File: config.mk
export PLATFORM = sky130hd
export DESIGN_NAME = exec_seq_ctrl
export DESIGN_NICKNAME = d
export VERILOG_FILES = /design/src/rtl/exec_seq_ctrl.sv
export SDC_FILE = /design/constraint.sdc
export NUM_CORES = 1
export LEC_CHECK = 0
export ABC_AREA = 0
export BUFFER_PORTS_ARGS = -buffer_cell sky130_fd_sc_hd__buf_2
export CORE_MARGIN = 2
export CORE_UTILIZATION = 45
export DETAILED_ROUTE_END_ITERATION = 16
export GPL_ROUTABILITY_DRIVEN = 0
export PLACE_DENSITY = 0.74
export SETUP_SLACK_MARGIN = 0.5
export SKIP_CTS_REPAIR_TIMING = 1
export SYNTH_ARGS = -nofsm -noshare
export SYNTH_HDL_FRONTEND = slang
export SYNTH_SLANG_ARGS = --single-unit
File: constraint.sdc
create_clock -name clk -period 3 [get_ports clk]
set_input_delay 0.15 -clock clk [delete_from_list [all_inputs] [get_ports clk]]
set_output_delay 0.15 -clock clk [all_outputs]
set_load 0.005 [all_outputs]
File: src/rtl/exec_seq_ctrl.sv
// Multi-cycle fetch/execute/memory sequencer for the RV32E core.
// Owns the instruction register, the retire counter and the sticky halt/error flags.
module exec_seq_ctrl #(
  parameter logic [7:0] TIMEOUT = 8'd255
) (
  input  logic        clk,
  input  logic        rst,
  output logic        ifu_req_valid,
  input  logic        ifu_req_ready,
  input  logic        ifu_rsp_valid,
  input  logic [31:0] ifu_rsp_inst,
  input  logic        ifu_rsp_err,
  output logic [31:0] inst,
  input  logic        is_load,
  input  logic        is_store,
  input  logic        is_ebreak,
  output logic        lsu_req_valid,
  input  logic        lsu_req_ready,
  input  logic        lsu_rsp_valid,
  input  logic        lsu_rsp_err,
  output logic        pc_we,
  output logic        rf_we,
  output logic        halt,
  output logic        error,
  output logic [2:0]  state,
  output logic [31:0] instret
);

  typedef enum logic [2:0] {
    IDLE       = 3'd0,
    FETCH_REQ  = 3'd1,
    FETCH_WAIT = 3'd2,
    EXEC       = 3'd3,
    MEM_REQ    = 3'd4,
    MEM_WAIT   = 3'd5,
    WB         = 3'd6,
    STOP       = 3'd7
  } state_t;

  state_t      state_q, state_d;
  logic [31:0] inst_q, inst_d;
  logic [31:0] instret_q, instret_d;
  logic [7:0]  wait_cnt_q, wait_cnt_d;
  logic        halt_q, halt_d;
  logic        error_q, error_d;
  logic        wait_expired;

  // The counter holds the number of cycles already waited; this cycle is the last allowed one.
  assign wait_expired = (wait_cnt_q + 8'd1) == TIMEOUT;

  always_comb begin
    state_d       = state_q;
    inst_d        = inst_q;
    instret_d     = instret_q;
    wait_cnt_d    = wait_cnt_q;
    halt_d        = halt_q;
    error_d       = error_q;
    ifu_req_valid = 1'b0;
    lsu_req_valid = 1'b0;
    pc_we         = 1'b0;
    rf_we         = 1'b0;

    case (state_q)
      IDLE: state_d = FETCH_REQ;

      FETCH_REQ: begin
        ifu_req_valid = 1'b1;
        if (ifu_req_ready) begin
          wait_cnt_d = 8'd0;
          state_d    = FETCH_WAIT;
        end
      end

      FETCH_WAIT: begin
        // A response always beats an expiring timeout in the same cycle.
        if (ifu_rsp_valid) begin
          if (ifu_rsp_err) begin
            error_d = 1'b1;
            state_d = STOP;
          end else begin
            inst_d  = ifu_rsp_inst;
            state_d = EXEC;
          end
        end else if (wait_expired) begin
          error_d = 1'b1;
          state_d = STOP;
        end else begin
          wait_cnt_d = wait_cnt_q + 8'd1;
        end
      end

      EXEC: begin
        if (is_ebreak) begin
          halt_d  = 1'b1;
          state_d = STOP;
        end else if (is_load || is_store) begin
          state_d = MEM_REQ;
        end else begin
          state_d = WB;
        end
      end

      MEM_REQ: begin
        lsu_req_valid = 1'b1;
        if (lsu_req_ready) begin
          wait_cnt_d = 8'd0;
          state_d    = MEM_WAIT;
        end
      end

      MEM_WAIT: begin
        if (lsu_rsp_valid) begin
          if (lsu_rsp_err) begin
            error_d = 1'b1;
            state_d = STOP;
          end else begin
            state_d = WB;
          end
        end else if (wait_expired) begin
          error_d = 1'b1;
          state_d = STOP;
        end else begin
          wait_cnt_d = wait_cnt_q + 8'd1;
        end
      end

      WB: begin
        pc_we     = 1'b1;
        rf_we     = !is_store;
        instret_d = instret_q + 32'd1;
        state_d   = FETCH_REQ;
      end

      STOP: state_d = STOP;

      default: state_d = IDLE;
    endcase
  end

  always_ff @(posedge clk) begin
    if (rst) begin
      state_q    <= IDLE;
      inst_q     <= 32'h0;
      instret_q  <= 32'd0;
      wait_cnt_q <= 8'd0;
      halt_q     <= 1'b0;
      error_q    <= 1'b0;
    end else begin
      state_q    <= state_d;
      inst_q     <= inst_d;
      instret_q  <= instret_d;
      wait_cnt_q <= wait_cnt_d;
      halt_q     <= halt_d;
      error_q    <= error_d;
    end
  end

  assign inst    = inst_q;
  assign instret = instret_q;
  assign halt    = halt_q;
  assign error   = error_q;
  assign state   = state_q;

endmodule

==> insert_results.sql, run 1 <==
INSERT INTO impl_metrics (metric_group, metric, value, unit) VALUES
('run_status', 'run_status', 'completed', ''),
('logic_synthesis', 'syn_nets', '468', ''),
('die', 'io_pins', '116', ''),
('timing', 'clock_skew', '0.01318', 'ns'),
('global_routing', 'grt_first_pass_wirelength', '14190', 'um'),
('layout', 'fin_util', '0.5836', ''),
('pwr', 'combPwrFrac', '0.063', ''),
('clock_tree', 'tritoncts', 'built', ''),
('worst_setup_path', 'worstSetupStartpointType', 'flip-flop', ''),
('logic_synthesis', 'synth.cell_area', '0.003376', 'mm^2'),
('timing', 'max_freq', '439.0', 'MHz'),
('logic_synthesis', 'synthDominantCellAreaShare', '0.4566', ''),
('timing', 'finalHoldViolCount', '0', ''),
('layout', 'mostFrequentLayoutCell', 'buf_2', ''),
('logic_synthesis', 'yosys-mux-area-fraction', '0.009266', ''),
('die', 'die_area', '0.008210', 'mm^2'),
('placed_design', 'port_buffers', '115', ''),
('routing', 'drt_iter0_drc', '150', ''),
('routing', 'mean_routed_wirelength_per_cell', '13.24', 'um'),
('clock_tree', 'clock_insertion_delay_worst_skew', '0.34', 'ns'),
('timing', 'timing.slew.headroom', '0.3032', ''),
('min_path', 'timing.hold.worst.class', 'in2reg', ''),
('routing', 'vias_per_cell', '5.153', ''),
('logic_synthesis', 'synthAdderAreaFrac', '0.01112', ''),
('logic_synthesis', 'postSynthCellCount', '422', ''),
('die', 'initial_utilization', '0.4654', ''),
('pwr', 'total_power', '0.002072', 'W'),
('routing', 'antenna_violating_nets_post_route', '0', ''),
('logic_synthesis', 'synth.avg_cell_area', '7.999', 'um^2'),
('pwr', 'power.density_cell_area', '489.6', 'mW/mm^2'),
('worst_setup_path', 'critPathRequiredTime', '3.23', 'ns'),
('timing', 'final_report_setup_violation_count', '0', ''),
('logic_synthesis', 'synth_top_family_by_area', 'simple AND/OR/NAND/NOR gates', ''),
('routing', 'drt_pre_antenna_iters', '4', ''),
('die', 'die_w', '90.61', 'um'),
('worst_setup_path', 'maximum_fanout_count_along_the_critical_path', '12', ''),
('die', 'num_rows', '31', ''),
('clock_tree', 'clock_path_buffers', '2', ''),
('layout', 'syn_to_final_growth', '25.39', '%'),
('die', 'die_h', '90.61', 'um'),
('logic_synthesis', 'synth_compound_gate_area_share', '0.1238', ''),
('global_routing', 'antenna_found_initial', '0', ''),
('logic_synthesis', 'synth.top_cells.by_area', 'dfxtp_1 (46%), nand2_1 (9.5%), a21oi_1 (6.5%)', ''),
('pwr', 'power_switching_share', '0.2348', ''),
('global_routing', 'all_layer_gr_usage', '0.2080', ''),
('timing', 'period_share', '0.7592', ''),
('logic_synthesis', 'synthSimpleGateAreaFrac', '0.2724', ''),
('timing', 'setup_tns', '0', 'ns'),
('pwr', 'netSwitchingPower', '0.0004866', 'W'),
('pwr', 'irDropWorstVdd', '0.0002981', 'V'),
('pwr', 'intPower', '0.001586', 'W'),
('clock_tree', 'cts-htree-levels', '3', ''),
('timing', 'worst-slew-pin-transition', '1.045', 'ns'),
('global_routing', 'grt_remaining_overflow', '0', ''),
('routing', 'detail_route.drc_violations', '0', ''),
('logic_synthesis', 'post_synth_xor_area_fraction', '0.08043', ''),
('clock_tree', 'cts_root_buffer', 'clkbuf_8', ''),
('global_routing', 'grt_start_max_net_pins', '57', ''),
('logic_synthesis', 'synth.distinct_cells', '44', ''),
('clock_tree', 'cts_buffers', '9', ''),
('worst_setup_path', 'critical_path.endpoint_type', 'flip-flop', ''),
('pwr', 'p_leak', '1.740', 'nW'),
('timing', 'fin_crit', '2.278', 'ns'),
('die', 'design.core.area', '0.007253', 'mm^2'),
('logic_synthesis', 'synth_seq_area_share', '0.4566', ''),
('logic_synthesis', 'yosys_warnings', '0', ''),
('flow_run', 'max_cap_viol_count', '0', ''),
('layout', 'layout.cells.most_common_list', 'buf_2 (115), nand2_1 (85), dfxtp_1 (76), a21oi_1 (44), nor2_1 (43)', ''),
('logic_synthesis', 'ys_ff_latch', '77', ''),
('logic_synthesis', 'post-synth-top-area-cell', 'dfxtp_1', ''),
('worst_setup_path', 'critical_path_arrival', '2.51', 'ns');
registers in the layout, summed over array words and instances (netlist names):
register	flops
halt	1
instret	32
state	3
error	1
inst	32
wait_cnt_q	8
path summary, 6_finish.rpt:
check	depth (start not counted)	startpoint	slack, ns	endpoint
worst max-delay path	5	state[2]$_SDFFE_PP0P_	0.72	instret[31]$_SDFFE_PP0P_
worst min-delay path	3	ifu_rsp_inst[4]	0.04	inst[4]$_SDFFE_PP0P_
worst max register to register	5	state[2]$_SDFFE_PP0P_	0.72	instret[31]$_SDFFE_PP0P_
worst min register to register	2	inst[26]$_SDFFE_PP0P_	0.46	inst[26]$_SDFFE_PP0P_
through the flow:
stage	setup WS (ns)	cells	cell area [um^2]	hold slack, ns
2_1_floorplan	0.9632	422	3376	0.2860
4_1_cts	0.5510	629	4227	0.02285
5_1_grt	0.5059	629	4233	0.02793
3_3_place_gp	0.6524	613	3995	0.3902
6_report	0.7223	629	4233	0.04029
3_5_place_dp	0.5748	613	3995	0.3967
power groups by stage:
stage / Clock (W) / Sequential, W / Combinational (W)
6_report: 0.000896 / 0.00105 / 0.000130
5_1_grt: 0.000961 / 0.00105 / 0.000145
4_1_cts: 0.000913 / 0.00105 / 0.000129
3_5_place_dp: 0 / 0.00107 / 0.000128
3_3_place_gp: 0 / 0.00107 / 0.000127
2_1_floorplan: 0 / 0.00106 / 0.0000749
Yosys cell counts, drive strengths merged:
master,count
o211ai,3
or2,1
nor3,5
or4,2
mux2,1
nor4,13
nand2b,3
o21a,1
nand3b,3
ha,3
a211oi,2
nor2,43
or3b,1
a22oi,2
a31oi,2
and4,5
o22ai,4
or4b,1
o21ai,5
o32ai,1
a21boi,1
inv,13
dfxtp,77
xor2,9
nand4b,1
a311oi,1
buf,6
and3,3
a41oi,3
nor2b,2
and2,4
nand4,9
or3,5
mux2i,2
a21oi,44
clkbuf,20
xnor2,22
nand3,11
nand2,85
o22a,1
o31ai,2
worst max-delay path, cell delays in order (launching register included):
cell and delay [ns]:
dfxtp_1 0.53, nand3b_1 0.28, or3_1 0.60, nor3_1 0.31, nand4_1 0.17, mux2_2 0.29
layout make-up:
type | instances | area, um^2
fill | 685 | 3020
tap | 99 | 123.9
clock inverter | 6 | 93.84
clock buffer | 10 | 137.6
sequential | 77 | 1543
multi-input combinational | 306 | 1688
timing repair buffer | 118 | 598.1
inverter | 13 | 48.80
kinds of logic after synthesis:
logic type      count (synthesis)
compound gates                 72
simple gates                  197
flops                          77
buf+inv                        39
mux                             3
fa+ha+maj                       3
xor+xnor                       31
layer usage:
metal | up-vias | share of wire | global-route usage | routed length, um
met2 | 89 | 0.49 | 0.3383 | 4041
met3 | 13 | 0.070 | 0.06344 | 586
li1 | 1641 | - | - | -
met5 | - | 0 | 0 | 0
met4 | 0 | 0.018 | 0.08718 | 151
met1 | 1498 | 0.43 | 0.2557 | 3551
No activity file was read; power rests on OpenSTA's default activity.
==> run 2, diff against run 1 <==
--- a/config.mk
+++ b/config.mk
@@ -5,13 +5,13 @@
 export SDC_FILE = /design/constraint.sdc
 export NUM_CORES = 1
 export LEC_CHECK = 0
-export ABC_AREA = 0
+export ABC_AREA = 1
 export BUFFER_PORTS_ARGS = -buffer_cell sky130_fd_sc_hd__buf_2
 export CORE_MARGIN = 2
 export CORE_UTILIZATION = 45
 export DETAILED_ROUTE_END_ITERATION = 16
 export GPL_ROUTABILITY_DRIVEN = 0
-export PLACE_DENSITY = 0.74
+export PLACE_DENSITY = 0.75
 export SETUP_SLACK_MARGIN = 0.5
 export SKIP_CTS_REPAIR_TIMING = 1
 export SYNTH_ARGS = -nofsm -noshare
==> constraint.sdc (replaced) <==
create_clock -name clk -period 2 [get_ports clk]
set_input_delay 0.1 -clock clk [delete_from_list [all_inputs] [get_ports clk]]
set_output_delay 0.1 -clock clk [all_outputs]
set_load 0.005 [all_outputs]
==> insert_results.sql, run 2 <==
INSERT INTO impl_metrics (metric_group, metric, value, unit) VALUES
('clock_tree', 'cts-htree-levels', '3', ''),
('pwr', 'irDropWorstVdd', '0.0005460', 'V'),
('global_routing', 'grt_first_pass_wirelength', '16650', 'um'),
('logic_synthesis', 'yosys_warnings', '0', ''),
('worst_setup_path', 'worstSetupPathType', 'reg2reg', ''),
('logic_synthesis', 'yosys.cell_count.top_type', 'nor2_1', ''),
('timing', 'finalHoldViolCount', '13', ''),
('worst_setup_path', 'timing.critical_path.buf_inv', '1', ''),
('routing', 'antenna_violating_nets_post_route', '0', ''),
('clock_tree', 'cts.sink_count', '77', ''),
('layout', 'drive_gt1_frac', '0.4109', ''),
('timing', 'max_freq', '558.7', 'MHz'),
('global_routing', 'grt_start_max_net_pins', '42', ''),
('placed_design', 'hpwl_reported_at_the_end_of_detailed_placement', '7359', 'um'),
('global_routing', 'antenna_found_initial', '0', ''),
('clock_tree', 'clock_path_buffers', '2', ''),
('logic_synthesis', 'synth_seq_area_share', '0.4045', ''),
('logic_synthesis', 'netlist_top_cells_count', 'nor2_1 (116), nand2_1 (95), dfxtp_1 (77)', ''),
('timing', 'clock_skew', '0.01027', 'ns'),
('logic_synthesis', 'synth.cell_area', '0.003811', 'mm^2'),
('layout', 'nFillCells', '649', ''),
('routing', 'drt_pre_antenna_iters', '5', ''),
('timing', 'timing.slew.headroom', '0.7024', ''),
('logic_synthesis', 'synth.distinct_cells', '38', ''),
('layout', 'mostFrequentLayoutCell', 'buf_2', ''),
('run_status', 'failing_checks', 'negative hold slack', ''),
('die', 'die_w', '96.03', 'um'),
('logic_synthesis', 'post-synth-top-area-cell', 'dfxtp_1', ''),
('logic_synthesis', 'synth.avg_cell_area', '6.892', 'um^2'),
('pwr', 'power.density_cell_area', '818.9', 'mW/mm^2'),
('worst_setup_path', 'critical_path.endpoint_type', 'flip-flop', ''),
('die', 'io_pins', '116', ''),
('clock_tree', 'cts_root_buffer', 'clkbuf_8', ''),
('die', 'initial_utilization', '0.4638', ''),
('logic_synthesis', 'postSynthCellCount', '553', ''),
('routing', 'drt_iter0_drc', '229', ''),
('worst_setup_path', 'worstSetupStartpointType', 'flip-flop', ''),
('die', 'design.core.area', '0.008217', 'mm^2'),
('worst_setup_path', 'critPathRequiredTime', '2.24', 'ns'),
('routing', 'mean_routed_wirelength_per_cell', '14.09', 'um'),
('logic_synthesis', 'async_reset_ff_frac', '0', ''),
('routing', 'vias', '4294', ''),
('global_routing', 'all_layer_gr_usage', '0.2278', ''),
('worst_setup_path', 'maximum_fanout_count_along_the_critical_path', '8', ''),
('worst_setup_path', 'worst_path_largest_cell_delay', '0.37', 'ns'),
('logic_synthesis', 'synthDominantCellAreaShare', '0.4045', ''),
('layout', 'syn_to_final_growth', '46.13', '%'),
('timing', 'worst-slew-pin-transition', '0.4464', 'ns'),
('clock_tree', 'tritoncts', 'built', ''),
('timing', 'finalHoldWorstSlack', '-0.03810', 'ns'),
('timing', 'period_share', '0.8949', ''),
('global_routing', 'grt_pass1_vias', '3754', ''),
('logic_synthesis', 'syn_nets', '599', ''),
('worst_setup_path', 'worstPathCellList', 'ha_4 > nand2_2 > inv_2 > nor2_2 > nand3_1 > nor2_2 > nor2b_2 > nand2_2 > nand2_4 > nand2_1 > nand2_1 > nor2_1', ''),
('logic_synthesis', 'number_of_enable_type_register_cells_in_the_synthesized_netlist', '0', ''),
('min_path', 'timing.hold.worst.class', 'in2reg', ''),
('logic_synthesis', 'synth.top_cells.by_area', 'dfxtp_1 (40%), nor2_1 (11%), nand2_1 (9.4%)', ''),
('worst_setup_path', 'critical_path_arrival', '2.03', 'ns'),
('run_status', 'run_status', 'finished with violations', ''),
('placed_design', 'port_buffers', '115', ''),
('global_routing', 'grt_remaining_overflow', '0', ''),
('flow_run', 'max_cap_viol_count', '0', ''),
('logic_synthesis', 'ys_ff_latch', '77', ''),
('worst_setup_path', 'cp_slowest_cell', 'dfxtp_4', ''),
('pwr', 'p_leak', '2.584', 'nW'),
('die', 'num_rows', '33', ''),
('routing', 'vias_per_cell', '5.249', ''),
('clock_tree', 'cts_buffers', '9', ''),
('layout', 'num_antenna_cells', '0', ''),
('clock_tree', 'clock_insertion_delay_worst_skew', '0.36', 'ns'),
('layout', 'layout.cells.most_common_list', 'buf_2 (115), nor2_1 (88), nand2_1 (78), dfxtp_1 (52), inv_1 (46)', ''),
('timing', 'setup_tns', '0', 'ns'),
('timing', 'maxSlewViolCount', '0', ''),
('logic_synthesis', 'synth_flop_cell', 'dfxtp_1', ''),
('die', 'die_area', '0.009222', 'mm^2'),
('routing', 'detail_route.drc_violations', '0', ''),
('layout', 'stdcell_area', '0.005569', 'mm^2'),
('timing', 'rsz0062_at_grt', 'yes', ''),
('timing', 'final_report_setup_violation_count', '0', ''),
('placed_design', 'placed_area', '0.004538', 'mm^2'),
('clock_tree', 'cts.clk_slew.worst_paths', '0.08', 'ns'),
('layout', 'design.final.nets', '754', ''),
('worst_setup_path', 'critical_path.top_delay_family', 'simple AND/OR/NAND/NOR gates', ''),
('routing', 'routed_wirelength', '11530', 'um'),
('timing', 'fin_crit', '1.790', 'ns'),
('die', 'die_h', '96.03', 'um');
run 2: worst paths after layout:
check | start | slack [ns] | cells past startpoint | end
min reg2reg | halt$_SDFFE_PP0P_ | 0.47 | 2 | halt$_SDFFE_PP0P_
max | wait_cnt_q[0]$_SDFFE_PP0P_ | 0.21 | 12 | wait_cnt_q[3]$_SDFFE_PP0P_
min | ifu_rsp_inst[24] | -0.04 | 3 | inst[24]$_SDFFE_PP0P_
max reg2reg | wait_cnt_q[0]$_SDFFE_PP0P_ | 0.21 | 12 | wait_cnt_q[3]$_SDFFE_PP0P_
run 2: worst min-delay path: stages:
cell and delay (ns):
buf_2 0.07, nor2_1 0.03, nor2_1 0.08
run 2: power by group:
| part | switching (W) | internal [W] |
|---|---|---|
| logic | 0.000822 | 0.000647 |
| clock network | 0.000623 | 0.000619 |
| registers | 0.000151 | 0.00170 |
run 2: cells by family (layout without fill, tap and decap cells):
logic type      count (synthesis)  in the layout  synth area share
xor+xnor                       14             14           0.03217
simple gates                  304            304            0.3690
flops                          77             77            0.4045
fa+ha+maj                       3              3          0.009850
buf+inv                        75            235           0.07518
compound gates                 80             80            0.1093
run 2: layout make-up:
| type | instances | area, um^2 | area share |
|---|---|---|---|
| timing repair inverter | 1 | 7.507 | 0.001348 |
| inverter | 59 | 230.2 | 0.04134 |
| tap | 105 | 131.4 | 0.02359 |
| clock buffer | 10 | 137.6 | 0.02471 |
| sequential | 77 | 1590 | 0.2856 |
| timing repair buffer | 159 | 1015 | 0.1822 |
| multi-input combinational | 401 | 2387 | 0.4287 |
| clock inverter | 6 | 70.07 | 0.01258 |
run 2: per-layer routing:
metal,share of wire,track usage,vias up
li1,-,-,2092
met1,0.40,0.2737,2022
met2,0.50,0.3843,157
met3,0.073,0.06969,23
met4,0.019,0.07976,0
met5,0,0,-
run 2: metrics by stage:
step / std cells / total power [W] / setup slack, ns / util
5_1_grt: 818 / 0.004800 / 0.1086 / 0.6778
4_1_cts: 782 / 0.004132 / 0.1518 / 0.5776
3_5_place_dp: 766 / 0.002903 / 0.1764 / 0.5523
2_1_floorplan: 553 / 0.002575 / 0.5009 / -
6_report: 818 / 0.004560 / 0.2102 / 0.6778
3_3_place_gp: 766 / 0.002879 / 0.3059 / 0.5523
